**src/rtl/throw_xpos.sv**
```systemverilog
// throw_xpos: horizontal trajectory and throw-termination stage.
// Launches a projectile on a throw request and steps its X position once per
// physics tick. It watches the Y position from the vertical generator to
// detect a target hit, landing or screen exit, and holds end_throw until the
// vertical generator has brought Y back to the ground line.
// Optional feature: define THROW_WIND_EN to add a signed 4-bit 'wind' input.
// Wind is added to the launch speed and the sum is clamped to 1..31.
module throw_xpos #(
    parameter int X_START_LEFT  = 100,
    parameter int X_START_RIGHT = 900,
    parameter int SCREEN_W      = 1024,
    parameter int GROUND_Y      = 768,
    parameter int TICK_DIV      = 100000,
    parameter int TARGET_W      = 64,
    parameter int TARGET_H      = 64
) (
    input  logic              clk60MHz,
    input  logic              rst,
    input  logic              in_throw_flag,
    input  logic              throw_flag,
    input  logic [4:0]        power,
`ifdef THROW_WIND_EN
    input  logic signed [3:0] wind,
`endif
    input  logic [11:0]       ypos_prebuff,
    input  logic [11:0]       target_xpos,
    input  logic [11:0]       target_ypos,
    output logic [11:0]       xpos_prebuff,
    output logic              end_throw,
    output logic              hit,
    output logic              busy
);

    localparam int CNT_W = (TICK_DIV > 1) ? $clog2(TICK_DIV) : 1;
    localparam logic [CNT_W-1:0] TICK_LAST = CNT_W'(TICK_DIV - 1);
    localparam logic [CNT_W-1:0] CNT_ONE   = CNT_W'(1);

    typedef enum logic [1:0] {
        IDLE = 2'd0,
        FLY  = 2'd1,
        DONE = 2'd2
    } state_t;

    state_t           state;
    logic [CNT_W-1:0] tick_cnt;
    logic             dir_left;
    logic [4:0]       speed;

    // Launch speed: a power of zero would never move, so it counts as 1.
    logic [4:0] base_speed;
    logic [4:0] launch_speed;
    assign base_speed = (power == 5'd0) ? 5'd1 : power;

`ifdef THROW_WIND_EN
    // Wind is added to the launch speed. The result is clamped so the
    // projectile always moves and never exceeds the 5-bit speed range.
    logic signed [6:0] wind_sum;
    assign wind_sum = $signed({2'b00, base_speed}) + $signed({{3{wind[3]}}, wind});
    assign launch_speed = (wind_sum < 7'sd1)  ? 5'd1  :
                          (wind_sum > 7'sd31) ? 5'd31 : wind_sum[4:0];
`else
    assign launch_speed = base_speed;
`endif

    // All comparisons use 13 bits, so target edges near 4095 cannot wrap.
    logic [12:0] x13;
    logic [12:0] y13;
    logic [12:0] tx13;
    logic [12:0] ty13;
    logic [12:0] spd13;
    logic [12:0] x_right;
    logic [11:0] x_left;
    logic        target_hit;
    logic        grounded;
    logic        tick;
    logic        exit_right;
    logic        exit_left;

    assign x13     = {1'b0, xpos_prebuff};
    assign y13     = {1'b0, ypos_prebuff};
    assign tx13    = {1'b0, target_xpos};
    assign ty13    = {1'b0, target_ypos};
    assign spd13   = {8'd0, speed};
    assign x_right = x13 + spd13;
    assign x_left  = xpos_prebuff - {7'd0, speed};

    assign target_hit = (x13 >= tx13) && (x13 < tx13 + 13'(TARGET_W)) &&
                        (y13 >= ty13) && (y13 < ty13 + 13'(TARGET_H));
    assign grounded   = ypos_prebuff > 12'(GROUND_Y);
    assign tick       = (tick_cnt == TICK_LAST);
    assign exit_right = x_right >= 13'(SCREEN_W);
    assign exit_left  = x13 < spd13;

    // Throw state machine. All outputs are registered here. During flight,
    // the priority of the termination checks is hit, then ground, then exit.
    always_ff @(posedge clk60MHz or posedge rst) begin
        if (rst) begin
            state        <= IDLE;
            xpos_prebuff <= 12'(X_START_LEFT);
            end_throw    <= 1'b0;
            hit          <= 1'b0;
            busy         <= 1'b0;
            tick_cnt     <= '0;
            dir_left     <= 1'b0;
            speed        <= 5'd1;
        end else begin
            hit <= 1'b0;
            case (state)
                IDLE: begin
                    if (in_throw_flag || throw_flag) begin
                        dir_left     <= !in_throw_flag;
                        xpos_prebuff <= in_throw_flag ? 12'(X_START_LEFT) : 12'(X_START_RIGHT);
                        speed        <= launch_speed;
                        tick_cnt     <= '0;
                        busy         <= 1'b1;
                        state        <= FLY;
                    end
                end
                FLY: begin
                    tick_cnt <= tick ? '0 : tick_cnt + CNT_ONE;
                    if (target_hit) begin
                        hit       <= 1'b1;
                        end_throw <= 1'b1;
                        state     <= DONE;
                    end else if (grounded) begin
                        end_throw <= 1'b1;
                        state     <= DONE;
                    end else if (tick) begin
                        if (!dir_left) begin
                            if (exit_right) begin
                                xpos_prebuff <= 12'(SCREEN_W - 1);
                                end_throw    <= 1'b1;
                                state        <= DONE;
                            end else begin
                                xpos_prebuff <= x_right[11:0];
                            end
                        end else begin
                            if (exit_left) begin
                                xpos_prebuff <= 12'd0;
                                end_throw    <= 1'b1;
                                state        <= DONE;
                            end else begin
                                xpos_prebuff <= x_left;
                            end
                        end
                    end
                end
                DONE: begin
                    if (ypos_prebuff == 12'(GROUND_Y)) begin
                        end_throw <= 1'b0;
                        busy      <= 1'b0;
                        tick_cnt  <= '0;
                        state     <= IDLE;
                    end
                end
                default: begin
                    end_throw <= 1'b0;
                    busy      <= 1'b0;
                    state     <= IDLE;
                end
            endcase
        end
    end

endmodule

```
**config.mk**
```make
export PLATFORM = sky130hd
export DESIGN_NAME = throw_xpos
export DESIGN_NICKNAME = d
export VERILOG_FILES = /design/src/rtl/throw_xpos.sv
export SDC_FILE = /design/constraint.sdc
export NUM_CORES = 1
export LEC_CHECK = 0
export CORE_MARGIN = 2
export CORE_UTILIZATION = 35
export DETAILED_ROUTE_END_ITERATION = 8
export SLEW_MARGIN = 0
export SYNTH_ARGS = -nofsm -noshare
export SYNTH_HDL_FRONTEND = slang
export SYNTH_SLANG_ARGS = --single-unit
```
**constraint.sdc**
```tcl
create_clock -name clk60MHz -period 5.42 [get_ports clk60MHz]
set_input_delay 1.084 -clock clk60MHz [delete_from_list [all_inputs] [get_ports clk60MHz]]
set_output_delay 1.084 -clock clk60MHz [all_outputs]
set_load 0.005 [all_outputs]
```
; After elaboration in Yosys (flattened, before gate mapping)
; Index checks and enable logic that the tools add are counted.
[word_totals]
reg_bits = 40
input_bits = 45
elab_cells = 84
[classes]
add_sub_neg = 5
magnitude_cmp = 7
eq_ne = 12
n_mux = 35
n_bitwise = 2
n_reduce_logical = 15
[op_table]
columns = op, n
row1 = 12-bit 2-to-1 mux, 7
row2 = 17-bit 2-to-1 mux, 3
row3 = 17-bit one-hot mux with 3 select lines, 1
row4 = 12-bit by 7-bit adder with 13-bit output (second input constant), 2
row5 = 12-bit by 13-bit less-than comparator with 1-bit output, 2
row6 = 12-bit greater-or-equal comparator, 2
row7 = 12-bit one-hot mux with 2 select lines, 1
row8 = 17-bit by 1-bit adder with 17-bit output (second input constant), 1
row9 = 17-bit == test (second input constant), 1
row10 = 2-bit 2-to-1 mux, 8
row11 = 5-bit AND reduction, 3
row12 = 12-bit by 5-bit adder with 13-bit output, 1
row13 = 13-bit by 11-bit greater-or-equal comparator with 1-bit output (second input constant), 1
row14 = 12-bit by 10-bit == test with 1-bit output (second input constant), 1
row15 = 12-bit by 10-bit > comparator with 1-bit output (second input constant), 1
row16 = 12-bit by 5-bit less-than comparator with 1-bit output, 1
row17 = 12-bit by 5-bit subtractor with 12-bit output, 1
row18 = 1-bit 2-to-1 mux, 10
row19 = 10-bit 2-to-1 mux, 1
row20 = 2-bit inequality test (second input constant), 5
row21 = 5-bit inequality test (second input constant), 2
row22 = 1-bit one-hot mux with 3 select lines, 2
row23 = 2-bit one-hot mux with 3 select lines, 1
row24 = 3-bit AND reduction, 2
row25 = other kinds (13), 16

; Logic depth before layout (Yosys ltp)
; Gate-level depths: netlist of the first run.
[logic_depth]
word_depth = 8
ltp_mapped = 12
ltp_nobuf = 11

; Worst setup path after synthesis of the first run
; OpenSTA, ideal clock, no wires.
[synth_path]
kind = input to register
from = input target_ypos[6]
to = register xpos_prebuff[0]
setup_time_ps = 125
t_arrival_ps = 3111
required_ps = 5295
setup_slack_ps = 2184
stages = 11
cell_sequence = ha_1 > inv_1 > ha_1 > o21ai_0 > a21oi_1 > o41ai_2 > o22ai_1 > nand3b_1 > a21oi_2 > buf_6 > mux2_4
[synth_between]
elab_chain_cells = 5
elab_cells_between_ends = 7
classes_between = 1 x add/sub / 2 x order compare / 1 x eq/ne / 3 x reduce/logical
[synth_rtl]
columns = item, line_no
row1 = "start, declared", 27  ; input logic [11:0] target_ypos,
row2 = 12-bit by 7-bit adder with 13-bit output or 12-bit greater-or-equal comparator (tied branches), 88  ; (y13 >= ty13) && (y13 < ty13 + 13'(TARGET_H));
row3 = 12-bit by 13-bit less-than comparator with 1-bit output or 1-bit logical AND (tied branches), "88, 87"
row4 = 1-bit logical AND (*), 88
row5 = 2-bit inequality test (no line) (*), --
row6 = 5-bit AND reduction (no line) (*), --
row7 = "end signal, assigned", 99  ; xpos_prebuff <= 12'(X_START_LEFT);
row8 = "end signal, assigned", 112  ; xpos_prebuff <= in_throw_flag ? 12'(X_START_LEFT) : 12'(X_START_RIGHT);
row9 = "end signal, assigned", 131  ; xpos_prebuff <= 12'(SCREEN_W - 1);
row10 = "end, declared", 28  ; output logic [11:0] xpos_prebuff,
; Mark *: on every way between the ends. The rest lies on a longest branch, timed or not.
; A chain may end at the register's enable or synchronous reset.

; Worst setup path after layout of the first run
[layout_path]
from = input target_ypos[8]
to = register xpos_prebuff[7]
; The elaborated chain is that of the path after synthesis.

==> results.yml, run 1 <==
yosys:
  syn_nets: 557
  avgSynthCellArea_um2: 8.69
  postSynthCellCount: 461
  synth.cell_area_mm2: 0.00400
  synthArstFlopShare_pct: 100
  yosysSeqAreaShare_pct: 25.1
  synth.distinct_cells: 80
  synth_warnings: 0
  yosys_most_used_dff: "dfrtp_1"
  ys_ff_latch: 40
  synth_edf_count: 0
global_route:
  grt_overflow: 0
  grt_pass1_wl_um: 16600
  grt_max_degree: 41
  track_usage_pct: 16.2
  grt_antenna_before_repair: 0
  grt_pass1_vias: 3491
critical_path:
  cp.required_ps: 5590
  critPathArrivalTime_ps: 4360
  cp_max_fo: 12
  start_kind: "input pin"
  crit_path_end_kind: "register"
  critical_path_class: "in -> reg"
power_and_ir_drop:
  seq_power_share_pct: 26.7
  p_sw_mw: 0.897
  combinationalPowerShare_pct: 58.9
  powerDensity_mw_per_mm2: 417
  intPower_mw: 1.11
  p_leak_nw: 2.09
  power.total_mw: 2.01
  pwr-share-clk_pct: 14.4
  vdd_drop_max_mv: 0.200
  swShare_pct: 44.6
placement:
  dp_hpwl_um: 7920
  io_buffers: 59
  finalWeightedCongestion: 0.886
die:
  io_pins: 60
  die_w_um: 111
  die_h_um: 111
  dieArea_mm2: 0.0123
  coreArea_mm2: 0.0113
  std_cell_rows: 39
  start_util_pct: 35.5
cells_and_area:
  fin_nets: 612
  syn_to_final_growth_pct: 20.6
  drive_above_1_share_pct: 9.48
  diodes: 0
routing:
  wirelength_um: 10200
  firstDrtPassIters: 5
  viasPerCell: 5.42
  vias: 3579
  wl_per_cell_um: 15.5
  ant_nets: 0
  drtIter0Drc: 148
  remaining_drc_errors: 0
clocking:
  cts_buffers: 5
  clock_sinks: 40
  cts_root_buffer: "clkbuf_16"
  postCtsSetupBuffers: 0
  cts_buffer_depth: 2
  htreeDepth: 2
  cts_tree: "built"
  hold_buffers: 0
  clkLatencyLatePin_ps: 280
  ctsResizeCount: 0
  clk_pin_slew_ps: 60
sta:
  timing.fmax_mhz: 239
  timing.max_slew.rel_slack_pct: 42.5
  period_share_pct: 77.3
  maxSlewViolCount: 0
  fin_worst_skew_ps: 5.22
  tns_ps: 0
  worst_pin_slew_ps: 863
  hold_viol_final: 0
  rsz0062_at_grt: "false"
  fin_crit_ps: 4190
  setup_violations: 0
job:
  maxCapViolCount: 0
hold_path:
  hp-class: "reg -> reg"
status:
  status: "finished clean"
[flip-flops by register name, summed over array words and instances (netlist names)]
signal and cells:
end_throw 1, hit 1, state 2, busy 1, dir_left 1, tick_cnt 17
speed 5, xpos_prebuff 12
[cell usage in the layout, fill, tap and decap left out, types with 6 or more instances in the layout]
| cell type | instances |
|---|---|
| clkdlybuf4s50_1 | 59 |
| nand2_1 | 30 |
| o21ai_0 | 31 |
| ha_1 | 49 |
| a21oi_1 | 23 |
| a31oi_1 | 7 |
| dfrtp_1 | 36 |
| nor3_1 | 8 |
| mux2_4 | 8 |
| nand2b_1 | 8 |
| xor2_1 | 6 |
| nor2_1 | 36 |
| and3_1 | 6 |
| inv_1 | 43 |
| xnor2_1 | 13 |
| nand3_1 | 20 |
| nor2b_1 | 9 |
[critical path, stage by stage]
cell and delay (ps):
clkdlybuf4s50_1 570, nand3_1 160, nor3_1 210, xnor2_1 150, ha_1 280, a21oi_1 160
o2bb2ai_1 140, nand4_1 110, a31oi_1 150, nand3b_1 190, a21oi_2 740, mux2_2 410
[synth_stat cells, types with 3 or more instances]
cell type  instances  area share [%]
o2bb2ai_1          4            0.87
o21ai_2            3            0.66
and4_1             3            0.66
inv_1             43             4.0
o21bai_1           4            0.75
o22ai_1            5            0.78
nand3_1           20             2.5
ha_1              49              15
dfrtp_1           36              22
mux2_4             8             3.0
o21ai_0           31             3.9
a21oi_1           23             2.9
nand2_1           30             2.8
nand3b_1           4            0.75
nor3_1             8             1.0
nor2b_1            9             1.4
o211ai_1           5            0.94
o31ai_1            4            0.75
xnor2_1           13             2.8
nor2_1            36             3.4
xor2_1             6             1.3
a22oi_1            4            0.75
clkbuf_1           5            0.47
nor3b_1            4            0.75
and3_1             6            0.94
nand2b_1           8             1.3
buf_4              3            0.56
dfstp_2            4             2.6
buf_6              6             1.7
nand4_1            4            0.62
o21a_1             3            0.56
a31oi_1            7             1.1
[final timing paths]
path	startpoint	depth (start not counted)	to	slack [ps]
setup reg to reg	xpos_prebuff[1]$_DFFE_PP0P_	8	xpos_prebuff[7]$_DFFE_PP0P_	2200
hold / removal	tick_cnt[2]$_DFFE_PP0P_	1	tick_cnt[2]$_DFFE_PP0P_	510
min in group asynchronous	rst	3	tick_cnt[14]$_DFFE_PP0P_	1240
setup / recovery	target_ypos[8]	12	xpos_prebuff[7]$_DFFE_PP0P_	1230
hold reg to reg	tick_cnt[2]$_DFFE_PP0P_	1	tick_cnt[2]$_DFFE_PP0P_	510
max in group asynchronous	rst	3	xpos_prebuff[6]$_DFFE_PP1P_	3800
[cell families (layout without fill, tap and decap cells)]
logic type,count (synthesis),count (layout),synth area share [%]
fa+ha+maj,51,51,16.3
flops,40,40,25.1
xor+xnor,19,19,4.16
simple gates,159,159,22.3
mux,12,12,4.06
compound gates,122,122,21.2
buf+inv,58,114,6.84
[stage by stage]
stage | area (um2) | hold WS (ps) | utilization [%] | worst slack (ps) | cells
finish | 4830 | 512 | 42.8 | 1230 | 660
CTS | 4830 | 517 | 42.8 | 1220 | 660
floorplan | 4000 | 457 | - | 2180 | 461
detailed placement | 4690 | 508 | 41.6 | 936 | 652
global placement | 4690 | 486 | 41.6 | 1030 | 652
global route | 4830 | 525 | 42.8 | 945 | 660
[per-layer routing]
metal / wire [um] / global-route usage, % / part of all wire [%]
met3: 361 / 2.41 / 3.5
met4: 68 / 3.17 / 0.66
met2: 5040 / 28.7 / 49
met5: 0 / 0 / 0
met1: 4770 / 21.0 / 47
[area by class of cell]
class / instances / area (um2)
Clock buffer: 6 / 129
Clock inverter: 2 / 12.5
Fill cell: 1125 / 6440
Inverter: 44 / 165
Multi-Input combinational cell: 363 / 2720
Sequential cell: 40 / 1010
Tap cell: 143 / 179
Timing Repair Buffer: 62 / 613
[power groups by stage]
| stage | registers, mW | clock network, mW | logic (mW) |
|---|---|---|---|
| 3_5_place_dp | 0.545 | 0 | 1.17 |
| 5_1_grt | 0.557 | 0.311 | 1.32 |
| 3_3_place_gp | 0.540 | 0 | 1.16 |
| 6_report | 0.538 | 0.290 | 1.18 |
| 2_1_floorplan | 0.467 | 0 | 0.944 |
| 4_1_cts | 0.540 | 0.297 | 1.18 |
(Power assumes the default switching activity.)
==> run 2: changes to the inputs <==
==> constraint.sdc (replaced) <==
create_clock -name clk60MHz -period 3.85 [get_ports clk60MHz]
set_input_delay 0.77 -clock clk60MHz [delete_from_list [all_inputs] [get_ports clk60MHz]]
set_output_delay 0.77 -clock clk60MHz [all_outputs]
set_load 0.005 [all_outputs]
==> run 2 against run 1 <==
  * Cell area up 1.2%
  * Sequential cell count unchanged
  * Worst hold slack worse by 2.0 ps
  * Sequential power up 42%
  * Core utilization up 0.50 points
  * Sequential share of layout area down 0.24 points
  * Clock-buffer cell count down 1
  * Routed wire length down 0.21%
  * Critical endpoint unchanged
==> results.yml, run 2 (synthesized netlist as in run 1, its figures left out) <==
status:
  status: "finished clean"
die:
  start_util_pct: 35.5
  die_w_um: 111
  io_pins: 60
  coreArea_mm2: 0.0113
  std_cell_rows: 39
  die_h_um: 111
  dieArea_mm2: 0.0123
clocking:
  cts_buffer_depth: 2
  cts_root_buffer: "clkbuf_16"
  cts_buffers: 5
  postCtsSetupBuffers: 0
  htreeDepth: 2
  cts_tree: "built"
  hold_buffers: 0
  clk_pin_slew_ps: 60
  ctsResizeCount: 0
  clock_sinks: 40
  clkLatencyLatePin_ps: 280
sta:
  worst_slack_ps: 382
  timing.fmax_mhz: 288
  fin_worst_skew_ps: 5.37
  rsz0062_at_grt: "false"
  fin_crit_ps: 3470
  tns_ps: 0
  setup_violations: 0
  hold_viol_final: 0
  worst_pin_slew_ps: 526
  period_share_pct: 90.1
  maxSlewViolCount: 0
  timing.max_slew.rel_slack_pct: 64.0
cells_and_area:
  diodes: 0
  final_common_cell: "clkdlybuf4s50_1"
  largest_reg_flops: 17
  multiInputGateArea_mm2: 0.00272
  reg.largest.list: "tick_cnt x17, xpos_prebuff x12, speed x5"
  fin_nets: 616
  register_area_mm2: 0.00101
  regMostFlops: "tick_cnt"
  mostFrequentLayoutCells: "59 x clkdlybuf4s50_1, 49 x ha_1, 43 x inv_1"
  drive_above_1_share_pct: 10.4
  fillers: 1109
  syn_to_final_growth_pct: 22.0
  final_core_util_pct: 43.3
power_and_ir_drop:
  power.total_mw: 2.92
  p_leak_nw: 2.12
  p_sw_mw: 1.27
  seq_power_share_pct: 26.1
  combinationalPowerShare_pct: 57.5
  pwr-share-clk_pct: 16.4
  powerDensity_mw_per_mm2: 597
  intPower_mw: 1.65
  swShare_pct: 43.5
  vdd_drop_max_mv: 0.253
routing:
  wirelength_um: 10200
  remaining_drc_errors: 0
  vias: 3621
  ant_nets: 0
  firstDrtPassIters: 4
  viasPerCell: 5.45
  drtIter0Drc: 173
  wl_per_cell_um: 15.4
critical_path:
  regToRegSetupSlack_ps: 960
  cp_max_fo: 12
  rr_endpoint: "xpos_prebuff[7]$_DFFE_PP0P_"
  crit_path_end_kind: "register"
  r2r-start: "xpos_prebuff[1]$_DFFE_PP0P_"
  critPathArrivalTime_ps: 3640
  cp-startpoint: "target_xpos[6]"
  cp.required_ps: 4020
  critical_path_class: "in -> reg"
  reg2reg_depth: 9
  start_kind: "input pin"
hold_path:
  hold_depth: 2
  hp-start: "tick_cnt[1]$_DFFE_PP0P_"
  min_to: "tick_cnt[1]$_DFFE_PP0P_"
  hp-class: "reg -> reg"
global_route:
  grt_antenna_before_repair: 0
  grt_overflow: 0
  grt_pass1_vias: 3560
  grt_max_degree: 41
  grt_pass1_wl_um: 17300
  track_usage_pct: 17.0
job:
  maxCapViolCount: 0
placement:
  finalWeightedCongestion: 0.844
  dpl_worst_slack_ps: 119
  io_buffers: 59
  dp_hpwl_um: 7850
[run 2: cell count changes in the layout (fill, tap and decap cells not counted)]
| cell | before | now |
|---|---|---|
| bufinv_16 | 0 | 1 |
| clkbuf_1 | 1 | 0 |
| buf_4 | 3 | 7 |
[run 2: worst max-delay path by stage]
| stage | to | slack, ps | cells after the start |
|---|---|---|---|
| 3_3_place_gp | xpos_prebuff[7]$_DFFE_PP0P_ | 230 | 13 |
| 5_1_grt | xpos_prebuff[7]$_DFFE_PP0P_ | 180 | 13 |
| 3_5_place_dp | xpos_prebuff[7]$_DFFE_PP0P_ | 120 | 13 |
| 2_1_floorplan | xpos_prebuff[0]$_DFFE_PP0P_ | 930 | 11 |
| 4_1_cts | xpos_prebuff[7]$_DFFE_PP0P_ | 420 | 13 |
| 6_report | xpos_prebuff[7]$_DFFE_PP0P_ | 380 | 13 |
[run 2: final cells by class]
| cell class | count | share of cell area [%] |
|---|---|---|
| multi-input cells | 363 | 55.8 |
| clock inverters | 3 | 0.871 |
| inverters | 44 | 3.38 |
| clock buffers | 5 | 2.56 |
| flip-flops and latches | 40 | 20.6 |
| repair buffers | 66 | 13.2 |
| well taps | 143 | 3.66 |
[run 2: power groups by stage]
| stage | Combinational [mW] | Clock (mW) | Sequential (mW) |
|---|---|---|---|
| 2_1_floorplan | 1.33 | 0 | 0.657 |
| 4_1_cts | 1.68 | 0.494 | 0.764 |
| 3_3_place_gp | 1.64 | 0 | 0.763 |
| 5_1_grt | 1.88 | 0.517 | 0.790 |
| 6_report | 1.68 | 0.478 | 0.762 |
| 3_5_place_dp | 1.67 | 0 | 0.770 |
[run 2: per-layer routing]
| metal | global-route usage [%] | vias up | wire, um |
|---|---|---|---|
| met3 | 2.52 | 14 | 410 |
| met4 | 4.92 | 0 | 196 |
| met1 | 22.5 | 1722 | 4660 |
| met5 | 0 | - | 0 |
| li1 | - | 1792 | - |
| met2 | 28.8 | 93 | 4950 |
[run 2: stage by stage]
| stage | area, um2 | std cells | hold slack [ps] |
|---|---|---|---|
| detailed placement | 4720 | 656 | 503 |
| global placement | 4720 | 656 | 485 |
| CTS | 4880 | 664 | 516 |
| finish | 4880 | 664 | 510 |
| global route | 4880 | 664 | 547 |
| floorplan | 4000 | 461 | 457 |
[run 2: worst max-delay path, cell delays in order]
cell and delay, ps:
clkdlybuf4s50_1 570, ha_1 270, nand3_1 110, xnor2_1 140, ha_1 300, nand3_1 100
a32o_1 150, nand4_1 90, a31oi_1 150, nand3b_1 200, a21oi_2 170, buf_4 250
mux2_2 360
==> run 3: changes to the inputs <==
==> constraint.sdc (replaced) <==
create_clock -name clk60MHz -period 4.3 [get_ports clk60MHz]
set_input_delay 0.86 -clock clk60MHz [delete_from_list [all_inputs] [get_ports clk60MHz]]
set_output_delay 0.86 -clock clk60MHz [all_outputs]
set_load 0.005 [all_outputs]
==> run 3 against run 2 <==
  * Sequential share of layout area is 0.21 points higher
  * Sequential cell count stayed put
  * Sequential power is 11% lower
  * Clock skew is 3.1 ps higher
  * First-iteration DRC count is 1.7% lower
==> results.yml, run 3 (synthesized netlist as in run 1, its figures left out) <==
status:
  status: "finished clean"
critical_path:
  cpPeakStageDelay_ps: 570
  critPathSlowestCell: "clkdlybuf4s50_1"
  cp.required_ps: 4470
  worstPathCellList: "clkdlybuf4s50_1 > nand3_1 > nor3_1 > xnor2_1 > ha_1 > a21oi_1 > o2bb2ai_1 > nand4_1 > a31oi_1 > nand3b_1 > a21oi_2 > buf_4 > mux2_2"
  cp_max_fo: 12
  critPathArrivalTime_ps: 3820
  critical_path_class: "in -> reg"
  crit_path_end_kind: "register"
  worst-path-buf-inv: 2
  regToRegSetupSlack_ps: 1460
  path_delay_family: "buffers and inverters"
  start_kind: "input pin"
die:
  coreArea_mm2: 0.0113
  die_h_um: 111
  dieArea_mm2: 0.0123
  io_pins: 60
  std_cell_rows: 39
  die_w_um: 111
  start_util_pct: 35.5
sta:
  period_share_pct: 85.0
  fin_crit_ps: 3650
  worst_pin_slew_ps: 636
  setup_violations: 0
  fin_worst_skew_ps: 8.47
  tns_ps: 0
  hold_viol_final: 0
  maxSlewViolCount: 0
  rsz0062_at_grt: "false"
  timing.fmax_mhz: 274
  timing.max_slew.rel_slack_pct: 56.5
  worst_slack_ps: 647
  whs_ps: 514
power_and_ir_drop:
  pwr-share-clk_pct: 14.5
  vdd_drop_max_mv: 0.252
  p_leak_nw: 2.09
  power.total_mw: 2.54
  p_sw_mw: 1.13
  powerDensity_mw_per_mm2: 524
  combinationalPowerShare_pct: 58.8
  intPower_mw: 1.41
  swShare_pct: 44.4
  seq_power_share_pct: 26.8
placement:
  dp.cells: 653
  placed_area_mm2: 0.00469
  dp_hpwl_um: 7850
  dpl_worst_slack_ps: 380
  io_buffers: 59
  finalWeightedCongestion: 0.877
routing:
  vias: 3608
  ant_nets: 0
  firstDrtPassIters: 5
  wirelength_um: 10200
  viasPerCell: 5.46
  remaining_drc_errors: 0
  wl_per_cell_um: 15.4
  drtIter0Drc: 170
clocking:
  clkLatencyLatePin_ps: 280
  clock_sinks: 40
  hold_buffers: 0
  cts_buffers: 5
  postCtsSetupBuffers: 0
  ctsResizeCount: 0
  cts_root_buffer: "clkbuf_16"
  htreeDepth: 2
  clk_pin_slew_ps: 60
  cts_buffer_depth: 2
  cts_tree: "built"
cells_and_area:
  final_common_cell: "clkdlybuf4s50_1"
  largest_reg_flops: 17
  regMostFlops: "tick_cnt"
  reg.largest.list: "tick_cnt x17, xpos_prebuff x12, speed x5"
  final_cell_area_mm2: 0.00484
  final_core_util_pct: 42.9
  mostFrequentLayoutCells: "59 x clkdlybuf4s50_1, 49 x ha_1, 43 x inv_1"
  drive_above_1_share_pct: 9.65
  diodes: 0
  syn_to_final_growth_pct: 20.8
  fin_nets: 613
  instances_no_fill: 661
global_route:
  grt_max_degree: 41
  grt_antenna_before_repair: 0
  grt_overflow: 0
  grt_pass1_vias: 3512
  grt_pass1_wl_um: 17000
  track_usage_pct: 16.5
hold_path:
  hp-class: "reg -> reg"
job:
  maxCapViolCount: 0
run 3: layer usage:
layer | vias to the layer above | wire (um) | GRT usage, %
li1 | 1781 | - | -
met2 | 66 | 4930 | 28.5
met4 | 0 | 74 | 2.83
met5 | - | 0 | 0
met1 | 1753 | 4770 | 22.3
met3 | 8 | 394 | 2.46
run 3: final timing paths:
check                                            start                           to  cells past startpoint
min                            tick_cnt[2]$_DFFE_PP0P_      tick_cnt[2]$_DFFE_PP0P_                      1
max                                     target_ypos[8]  xpos_prebuff[7]$_DFFE_PP0P_                     13
min reg2reg                    tick_cnt[2]$_DFFE_PP0P_      tick_cnt[2]$_DFFE_PP0P_                      1
max reg2reg                xpos_prebuff[1]$_DFFE_PP0P_  xpos_prebuff[7]$_DFFE_PP0P_                      9
max in group asynchronous                          rst  xpos_prebuff[5]$_DFFE_PP1P_                      3
min in group asynchronous                          rst         speed[3]$_DFFE_PP0P_                      3
run 3: worst reg2reg max path, stage by stage, from the launching register on:
cell and delay (ps):
dfrtp_1 550, ha_1 310, nor2b_1 130, o211ai_1 230
a2111oi_0 160, o31ai_1 320, nand3b_1 230, a21oi_2 170
buf_4 260, mux2_2 360
run 3: cell type report:
type	instances	area (um2)
multi-input cells	363	2720
inverters	44	165
well taps	143	179
clock buffers	6	129
fillers	1130	6440
repair buffers	63	621
flip-flops and latches	40	1010
clock inverters	2	12.5
run 3: power groups by stage:
stage	registers, mW	clock network [mW]	logic, mW
floorplan	0.588	0	1.19
global placement	0.680	0	1.46
detailed placement	0.685	0	1.48
CTS	0.678	0.378	1.49
global route	0.698	0.391	1.67
finish	0.679	0.367	1.49
